$ cat src/rtl/cnn_inference_sequencer.sv
// Job sequencer for the HLS CNN core: start, stream one crop, capture and hold the prediction.
// Optional watchdog enabled by defining CNN_TIMEOUT_EN.
module cnn_inference_sequencer #(
    parameter int N_PIX     = 2304,
    parameter int ADDR_W    = 12,
    parameter int N_OUT     = 5,
    parameter int WORD_W    = 32,
    parameter int FIELD_LSB = 4,
    parameter int FIELD_W   = 8,
    parameter int TIMEOUT   = 65535
) (
    input  logic                      ap_clk,
    input  logic                      ap_rst,
    input  logic                      job_start,
    output logic                      busy,
    output logic                      buf_rd_en,
    output logic [ADDR_W-1:0]         buf_rd_addr,
    input  logic [7:0]                buf_rd_data,
    output logic                      cnn_ap_start,
    input  logic                      cnn_ap_ready,
    input  logic                      cnn_ap_idle,
    input  logic                      cnn_ap_done,
    output logic [7:0]                cnn_in_tdata,
    output logic                      cnn_in_tvalid,
    input  logic                      cnn_in_tready,
    input  logic [N_OUT*WORD_W-1:0]   cnn_out_tdata,
    input  logic                      cnn_out_tvalid,
    output logic                      cnn_out_tready,
    output logic [N_OUT*FIELD_W-1:0]  res_data,
    output logic                      res_valid,
    input  logic                      res_ready,
    output logic                      err_timeout
);
    localparam int CNT_W = ADDR_W + 1;

    typedef enum logic [1:0] {IDLE, STREAM, WAIT_OUT, RESULT} state_t;
    state_t state, state_next;

    logic [CNT_W-1:0] rd_cnt;
    logic [CNT_W-1:0] px_cnt;
    logic             pend;
    logic             skid_valid;
    logic [7:0]       skid_data;
    logic             out_valid;
    logic [7:0]       out_data;
    logic             captured;
    logic             accept;
    logic             pop;
    logic             last_px;
    logic             cap;
    logic             rd_issue;
    logic             res_hs;
    logic             timeout_hit;
    logic [1:0]       occ;
    logic             unused_ok;

    assign accept         = (state == IDLE) && job_start && cnn_ap_idle;
    assign pop            = out_valid && cnn_in_tready;
    assign last_px        = pop && (px_cnt == CNT_W'(N_PIX - 1));
    assign cnn_out_tready = (state == STREAM) || (state == WAIT_OUT);
    assign cap            = cnn_out_tvalid && cnn_out_tready;
    assign res_hs         = res_valid && res_ready;

    // Entries held or in flight after this cycle; a new read needs a free slot.
    assign occ = {1'b0, out_valid} + {1'b0, skid_valid}
               + {1'b0, pend} - {1'b0, pop};

    assign rd_issue = (state == STREAM) && (rd_cnt < CNT_W'(N_PIX))
                    && (occ < 2'd2) && !timeout_hit;

    assign buf_rd_en     = rd_issue;
    assign buf_rd_addr   = rd_cnt[ADDR_W-1:0];
    assign cnn_in_tvalid = out_valid;
    assign cnn_in_tdata  = out_data;
    assign unused_ok     = ^{cnn_ap_done, cnn_out_tdata, TIMEOUT != 0};

`ifdef CNN_TIMEOUT_EN
    localparam int WD_W = $clog2(TIMEOUT + 1);
    logic [WD_W-1:0] wd_cnt;
    logic            err_q;
    logic            watching;

    assign watching    = (state == STREAM) || (state == WAIT_OUT);
    assign timeout_hit = watching && !pop && !cap
                       && (wd_cnt == WD_W'(TIMEOUT - 1));
    assign err_timeout = err_q;

    always_ff @(posedge ap_clk) begin
        if (ap_rst) begin
            wd_cnt <= '0;
            err_q  <= 1'b0;
        end else begin
            if (accept || pop || cap || timeout_hit) begin
                wd_cnt <= '0;
            end else if (watching) begin
                wd_cnt <= wd_cnt + 1'b1;
            end
            if (timeout_hit) begin
                err_q <= 1'b1;
            end
        end
    end
`else
    assign timeout_hit = 1'b0;
    assign err_timeout = 1'b0;
`endif

    always_ff @(posedge ap_clk) begin
        if (ap_rst) begin
            state <= IDLE;
        end else begin
            state <= state_next;
        end
    end

    always_comb begin
        state_next = state;
        unique case (state)
            IDLE: begin
                if (accept) state_next = STREAM;
            end
            STREAM: begin
                if (timeout_hit)  state_next = IDLE;
                else if (last_px) state_next = WAIT_OUT;
            end
            WAIT_OUT: begin
                if (timeout_hit)          state_next = IDLE;
                else if (captured || cap) state_next = RESULT;
            end
            RESULT: begin
                if (res_hs) state_next = IDLE;
            end
            default: state_next = IDLE;
        endcase
    end

    always_ff @(posedge ap_clk) begin
        if (ap_rst) begin
            busy         <= 1'b0;
            cnn_ap_start <= 1'b0;
            res_valid    <= 1'b0;
            res_data     <= '0;
            rd_cnt       <= '0;
            px_cnt       <= '0;
            pend         <= 1'b0;
            skid_valid   <= 1'b0;
            skid_data    <= '0;
            out_valid    <= 1'b0;
            out_data     <= '0;
            captured     <= 1'b0;
        end else begin
            pend <= rd_issue;
            if (rd_issue) rd_cnt <= rd_cnt + 1'b1;
            if (pop)      px_cnt <= px_cnt + 1'b1;

            // Output register refills from the skid first to keep order.
            if (!out_valid || pop) begin
                if (skid_valid) begin
                    out_valid  <= 1'b1;
                    out_data   <= skid_data;
                    skid_valid <= pend;
                    if (pend) skid_data <= buf_rd_data;
                end else begin
                    out_valid <= pend;
                    if (pend) out_data <= buf_rd_data;
                end
            end else if (pend) begin
                skid_valid <= 1'b1;
                skid_data  <= buf_rd_data;
            end

            if (cap) begin
                captured <= 1'b1;
                for (int k = 0; k < N_OUT; k++) begin
                    res_data[k*FIELD_W +: FIELD_W] <=
                        cnn_out_tdata[k*WORD_W + FIELD_LSB +: FIELD_W];
                end
            end

            if (cnn_ap_start && cnn_ap_ready) cnn_ap_start <= 1'b0;

            if (state != RESULT && state_next == RESULT) res_valid <= 1'b1;

            if (res_hs) begin
                res_valid <= 1'b0;
                busy      <= 1'b0;
            end

            if (accept) begin
                busy         <= 1'b1;
                cnn_ap_start <= 1'b1;
                rd_cnt       <= '0;
                px_cnt       <= '0;
                captured     <= 1'b0;
                pend         <= 1'b0;
                skid_valid   <= 1'b0;
                out_valid    <= 1'b0;
            end

            if (timeout_hit) begin
                busy         <= 1'b0;
                cnn_ap_start <= 1'b0;
                pend         <= 1'b0;
                skid_valid   <= 1'b0;
                out_valid    <= 1'b0;
            end
        end
    end
endmodule

$ cat config.mk
export PLATFORM = sky130hd
export DESIGN_NAME = cnn_inference_sequencer
export DESIGN_NICKNAME = d
export VERILOG_FILES = /design/src/rtl/cnn_inference_sequencer.sv
export SDC_FILE = /design/constraint.sdc
export NUM_CORES = 1
export LEC_CHECK = 0
export CORE_MARGIN = 10
export CORE_UTILIZATION = 39
export DETAILED_ROUTE_END_ITERATION = 12
export GPL_TIMING_DRIVEN = 0
export MAX_ROUTING_LAYER = met4
export PLACE_DENSITY = 0.9
export SLEW_MARGIN = 20
export SYNTH_ARGS = -nofsm -noshare
export SYNTH_HDL_FRONTEND = slang
export SYNTH_SLANG_ARGS = --single-unit
$ cat constraint.sdc
create_clock -name ap_clk -period 9.4 [get_ports ap_clk]
set_input_delay 2.35 -clock ap_clk [delete_from_list [all_inputs] [get_ports ap_clk]]
set_output_delay 2.35 -clock ap_clk [all_outputs]
set_load 0.01 [all_outputs]
# Word-level counts from Yosys, hierarchy flattened
# Index checks and enable logic that the tools add are counted.
[word_totals]
register_bits = 91
out_inout_bits = 67
word_cells = 67
[classes]
addsub = 5
magnitude_cmp = 2
n_eq_ne = 7
mux = 18
reduce_logical = 22
[op_table]
columns = ["op", "n"]
rows = [
  ["8-bit two-way mux", 5],
  ["13-bit by 1-bit adder with 13-bit output, second input constant", 2],
  ["13-bit by 12-bit == test with 1-bit output, second input constant", 1],
  ["13-bit by 12-bit < comparator with 1-bit output, second input constant", 1],
  ["1-bit logical AND", 10],
  ["1-bit two-way mux", 8],
  ["2-bit two-way mux", 4],
  ["2-bit case mux with 4 select lines", 1],
  ["2-bit nonzero test", 4],
  ["2-bit == test, second input constant", 3],
  ["2-bit != test, second input constant", 2],
  ["2-bit OR reduction", 2],
  ["1-bit logical OR", 3],
  ["1-bit by 1-bit adder with 2-bit output", 1],
  ["2-bit by 1-bit adder with 2-bit output", 1],
  ["2-bit by 1-bit == test with 1-bit output, second input constant", 1],
  ["2-bit zero test", 1],
  ["2-bit < comparator, second input constant", 1],
  ["2-bit AND reduction", 1],
  ["2-bit by 1-bit subtractor with 2-bit output", 1],
  ["1-bit zero test", 1],
]

# Logic depth before layout (Yosys ltp)
[logic_depth]
depth_word = 8
ltp_mapped = 11
ltp_nobuf = 8

# Worst setup path after synthesis
# OpenSTA, ideal clock, no wires.
[synth_path]
kind = "in2out"
start = "in cnn_in_tready"
end = "out buf_rd_en"
arrival_ns = 4.040
slack_ns = 3.010
cell_stages = 10
path_buffers = 3
path_cell_list = "and2_1 -> clkbuf_1 -> ha_1 -> inv_1 -> ha_1 -> a21oi_2 -> xnor2_1 -> buf_2 -> buf_2 -> nor2_1"
[synth_via]
elab_chain_len = 4
[synth_rtl]
columns = ["element", "line_no", "rtl"]
rows = [
  ["start: declaration", "25", "input logic cnn_in_tready,"],
  ["1-bit logical AND", "58", "assign pop = out_valid && cnn_in_tready;"],
  ["named net pop", "48", "logic pop;"],
  ["2-bit by 1-bit subtractor with 2-bit output", "66", "+ {1'b0, pend} - {1'b0, pop};"],
  ["2-bit < comparator", "69", "&& (occ < 2'd2) && !timeout_hit;"],
  ["1-bit logical AND", "69", ""],
  ["end: declaration", "16", "output logic buf_rd_en,"],
]
# The timed path passes the listed nets, and every way through them passes these cells.

# Final worst setup path
# Ends and elaborated chain as after synthesis.

==> metrics.yaml <==
status: "finished clean"
reg2reg_from: "cnn_in_tvalid"
crit_type: "input pin to output port"
maxClockFrequency_mhz: 130.7
layout_setup_ws_ps: 1750
yosysSeqAreaShare: 0.4760
diodes: 0
core_area_um2: 9684
r2r_cells: 10
cp_max_fo: 10
holdBufCountCts: 0
cp-start-kind: "input pin"
clock_path_buffers: 2
first_pass_iters: 5
finalWeightedCongestion: 0.8820
max_slew_margin: 0.5519
drive_gt1_frac: 0.06496
pre_cts_slack_ps: 1755
ios: 244
rsz0062_at_grt: "no"
wire_per_inst_um: 14.46
power_density_nw_per_um2: 211.6
timing.reg2reg.setup_slack_ps: 6690
first_global_vias: 3603
final_nets: 765
crit_required_ps: 7050
period_minus_slack_ps: 7650
die_w_um: 119.1
tightestPinTransition_ps: 672.2
place.port_buffers: 120
fin_tns_setup_ps: 0
syn-cell-area_um2: 3827
synth_cell_type_count: 44
grt_pass1_wl_um: 17070
cts.sinks: 91
p_leak_nw: 1.919
synthFlopType: "dfxtp_1"
routed_via_density: 4.889
hold_viol: 0
totalPowerFinal_mw: 1.139
finalMaxSlewViolations: 0
yosysWarnings: 0
cts_root_buffer: "clkbuf_8"
rows: 36
die_area_um2: 14180
postCtsSetupBuffers: 0
min_to: "res_data[19]"
drc: 0
cap_violations: 0
clkTransAtPathRegs_ps: 90
drt_iter0_markers: 158
clk_latency_ps: 350
ant_nets: 0
setup_viol: 0
cts_htree_levels: 3
dp_cells: 702
synth_nets: 634
setup.worst_path.end_class: "output port"
drt_wl_total_um: 10380
syn_inst: 449
utilization: 0.5559
avgSynthCellArea_um2: 8.524
vias: 3510
worstPathArrival_ps: 5300
overflow: 0
grt_max_degree: 16
synthToLayoutAreaGrowth_pct: 40.67
hold_class: "flop to flop"
die_h_um: 119.1
synthArstFlopShare: 0
rr_endpoint: "rd_cnt[10]"
initial_core_util: 0.3952
track_usage: 0.1470
cts_buffers: 9
hpwl_um: 8050
timing.final.crit_share: 0.8138
cts_tree: "done"
ys_seq_elements: 91
finalClockSkew_ps: 8.348
synth_edf_count: 0
hold-path-cell-count: 2
final_cells: 718
post_cts_resized: 0
ir_drop_uv: 111.7
hold_start: "res_data[19]"
antenna_found_initial: 0
-- synthesized netlist by cell type (all sizes together) (3+ instances only) --
cell type / instances / share of area
nand2b: 6 / 0.0098
and3: 3 / 0.0049
o31ai: 6 / 0.015
ha: 8 / 0.026
a211oi: 8 / 0.016
and2: 6 / 0.010
or3: 4 / 0.0065
dfxtp: 91 / 0.48
inv: 6 / 0.0059
nand3: 7 / 0.0092
o21ai: 6 / 0.0078
or4: 5 / 0.0098
nand4: 7 / 0.017
clkbuf: 23 / 0.023
xnor2: 4 / 0.0092
nand2: 98 / 0.096
xor2: 8 / 0.018
a21oi: 58 / 0.077
mux2i: 18 / 0.047
buf: 17 / 0.030
and4: 4 / 0.0092
nor2: 35 / 0.034
-- placed cells by master (no fill, tap or decap), types with 2 or more instances in the layout --
master           Yosys  routed
clkbuf_1            23      23
nor3b_1              2       2
mux2i_1             18      18
buf_4               13      13
dfxtp_1             91      91
or4_1                5       5
a211oi_1             8       8
a31oi_1              2       2
xnor2_1              4       4
clkbuf_8             0      11
or3_1                4       4
o21ai_0              6       6
nor3_1               2       2
nand2_1             98      98
inv_1                6       6
and4_1               4       4
clkinvlp_4           0       5
nor4bb_1             2       2
nor2b_1              2       2
xor2_1               8       8
ha_1                 8       8
nand4_1              5       5
nor2_1              35      35
and2_1               5       5
nand3_1              7       7
clkdlybuf4s50_1      0     120
a21oi_1             57      57
a32o_1               2       2
and3_1               3       3
buf_2                3       3
o31ai_1              5       5
nand2b_1             6       6
-- cells by family after synthesis --
group	share of synthesized area
buffers and inverters	0.05884
DFF	0.4760
other	0.0009798
adders and majority gates	0.02615
AOI/OAI and AO/OA	0.1357
and+or+nand+nor	0.2279
muxes	0.04707
xor gates and xnor gates	0.02746
-- stage by stage --
step                hold WS, ps  instance area (um^2)
CTS                       463.7                  5384
floorplan                 422.2                  3827
detailed placement        442.6                  5195
finish                    458.6                  5384
global placement          438.0                  5195
global route              474.2                  5384
-- worst max path at each step --
stage	endpoint	start	slack, ps	depth (start not counted)
4_1_cts	buf_rd_en	cnn_in_tready	1750	12
3_5_place_dp	buf_rd_en	cnn_in_tready	1760	12
5_1_grt	buf_rd_en	cnn_in_tready	1550	12
3_3_place_gp	buf_rd_en	cnn_in_tready	1770	12
2_1_floorplan	buf_rd_en	cnn_in_tready	3010	10
6_report	buf_rd_en	cnn_in_tready	1750	12
-- flip-flops by register name, summed over array words and instances (netlist names) --
| register | count |
|---|---|
| cnn_in_tdata | 8 |
| busy | 1 |
| res_data | 40 |
| rd_cnt | 13 |
| skid_data | 8 |
| cnn_in_tvalid | 1 |
| skid_valid | 1 |
| cnn_ap_start | 1 |
| px_cnt | 13 |
| state | 2 |
| pend | 1 |
| captured | 1 |
| res_valid | 1 |
-- power by group --
part           total, mW  internal (mW)  switching [mW]
clock network      0.248          0.110           0.138
logic              0.407          0.196           0.211
registers          0.484          0.447          0.0374
total               1.14          0.753           0.386
-- area by class of cell --
| class | instances | area [um^2] |
|---|---|---|
| inverter | 6 | 22.52 |
| sequential | 91 | 1822 |
| clock inverter | 5 | 37.54 |
| multi-input combinational | 312 | 1780 |
| timing repair buffer | 120 | 1201 |
| tap | 133 | 166.4 |
| clock buffer | 11 | 151.4 |
| fill | 856 | 4300 |
| buffer | 40 | 202.7 |
-- metal layers --
layer / global-route usage / vias up / wire (um)
met5: - / - / 0
met4: 0.04962 / 0 / 122
met3: 0.04204 / 9 / 608
met2: 0.2559 / 89 / 5168
met1: 0.1569 / 1637 / 4481
li1: - / 1775 / -
-- worst max-delay path, stage by stage --
cell,delay (ps)
clkdlybuf4s50_1,490
and2_1,130
clkbuf_1,330
ha_1,310
inv_1,60
ha_1,230
a21oi_2,190
xnor2_1,100
buf_2,170
buf_2,190
nor2_1,180
clkdlybuf4s50_1,570
(Power assumes the default switching activity.)
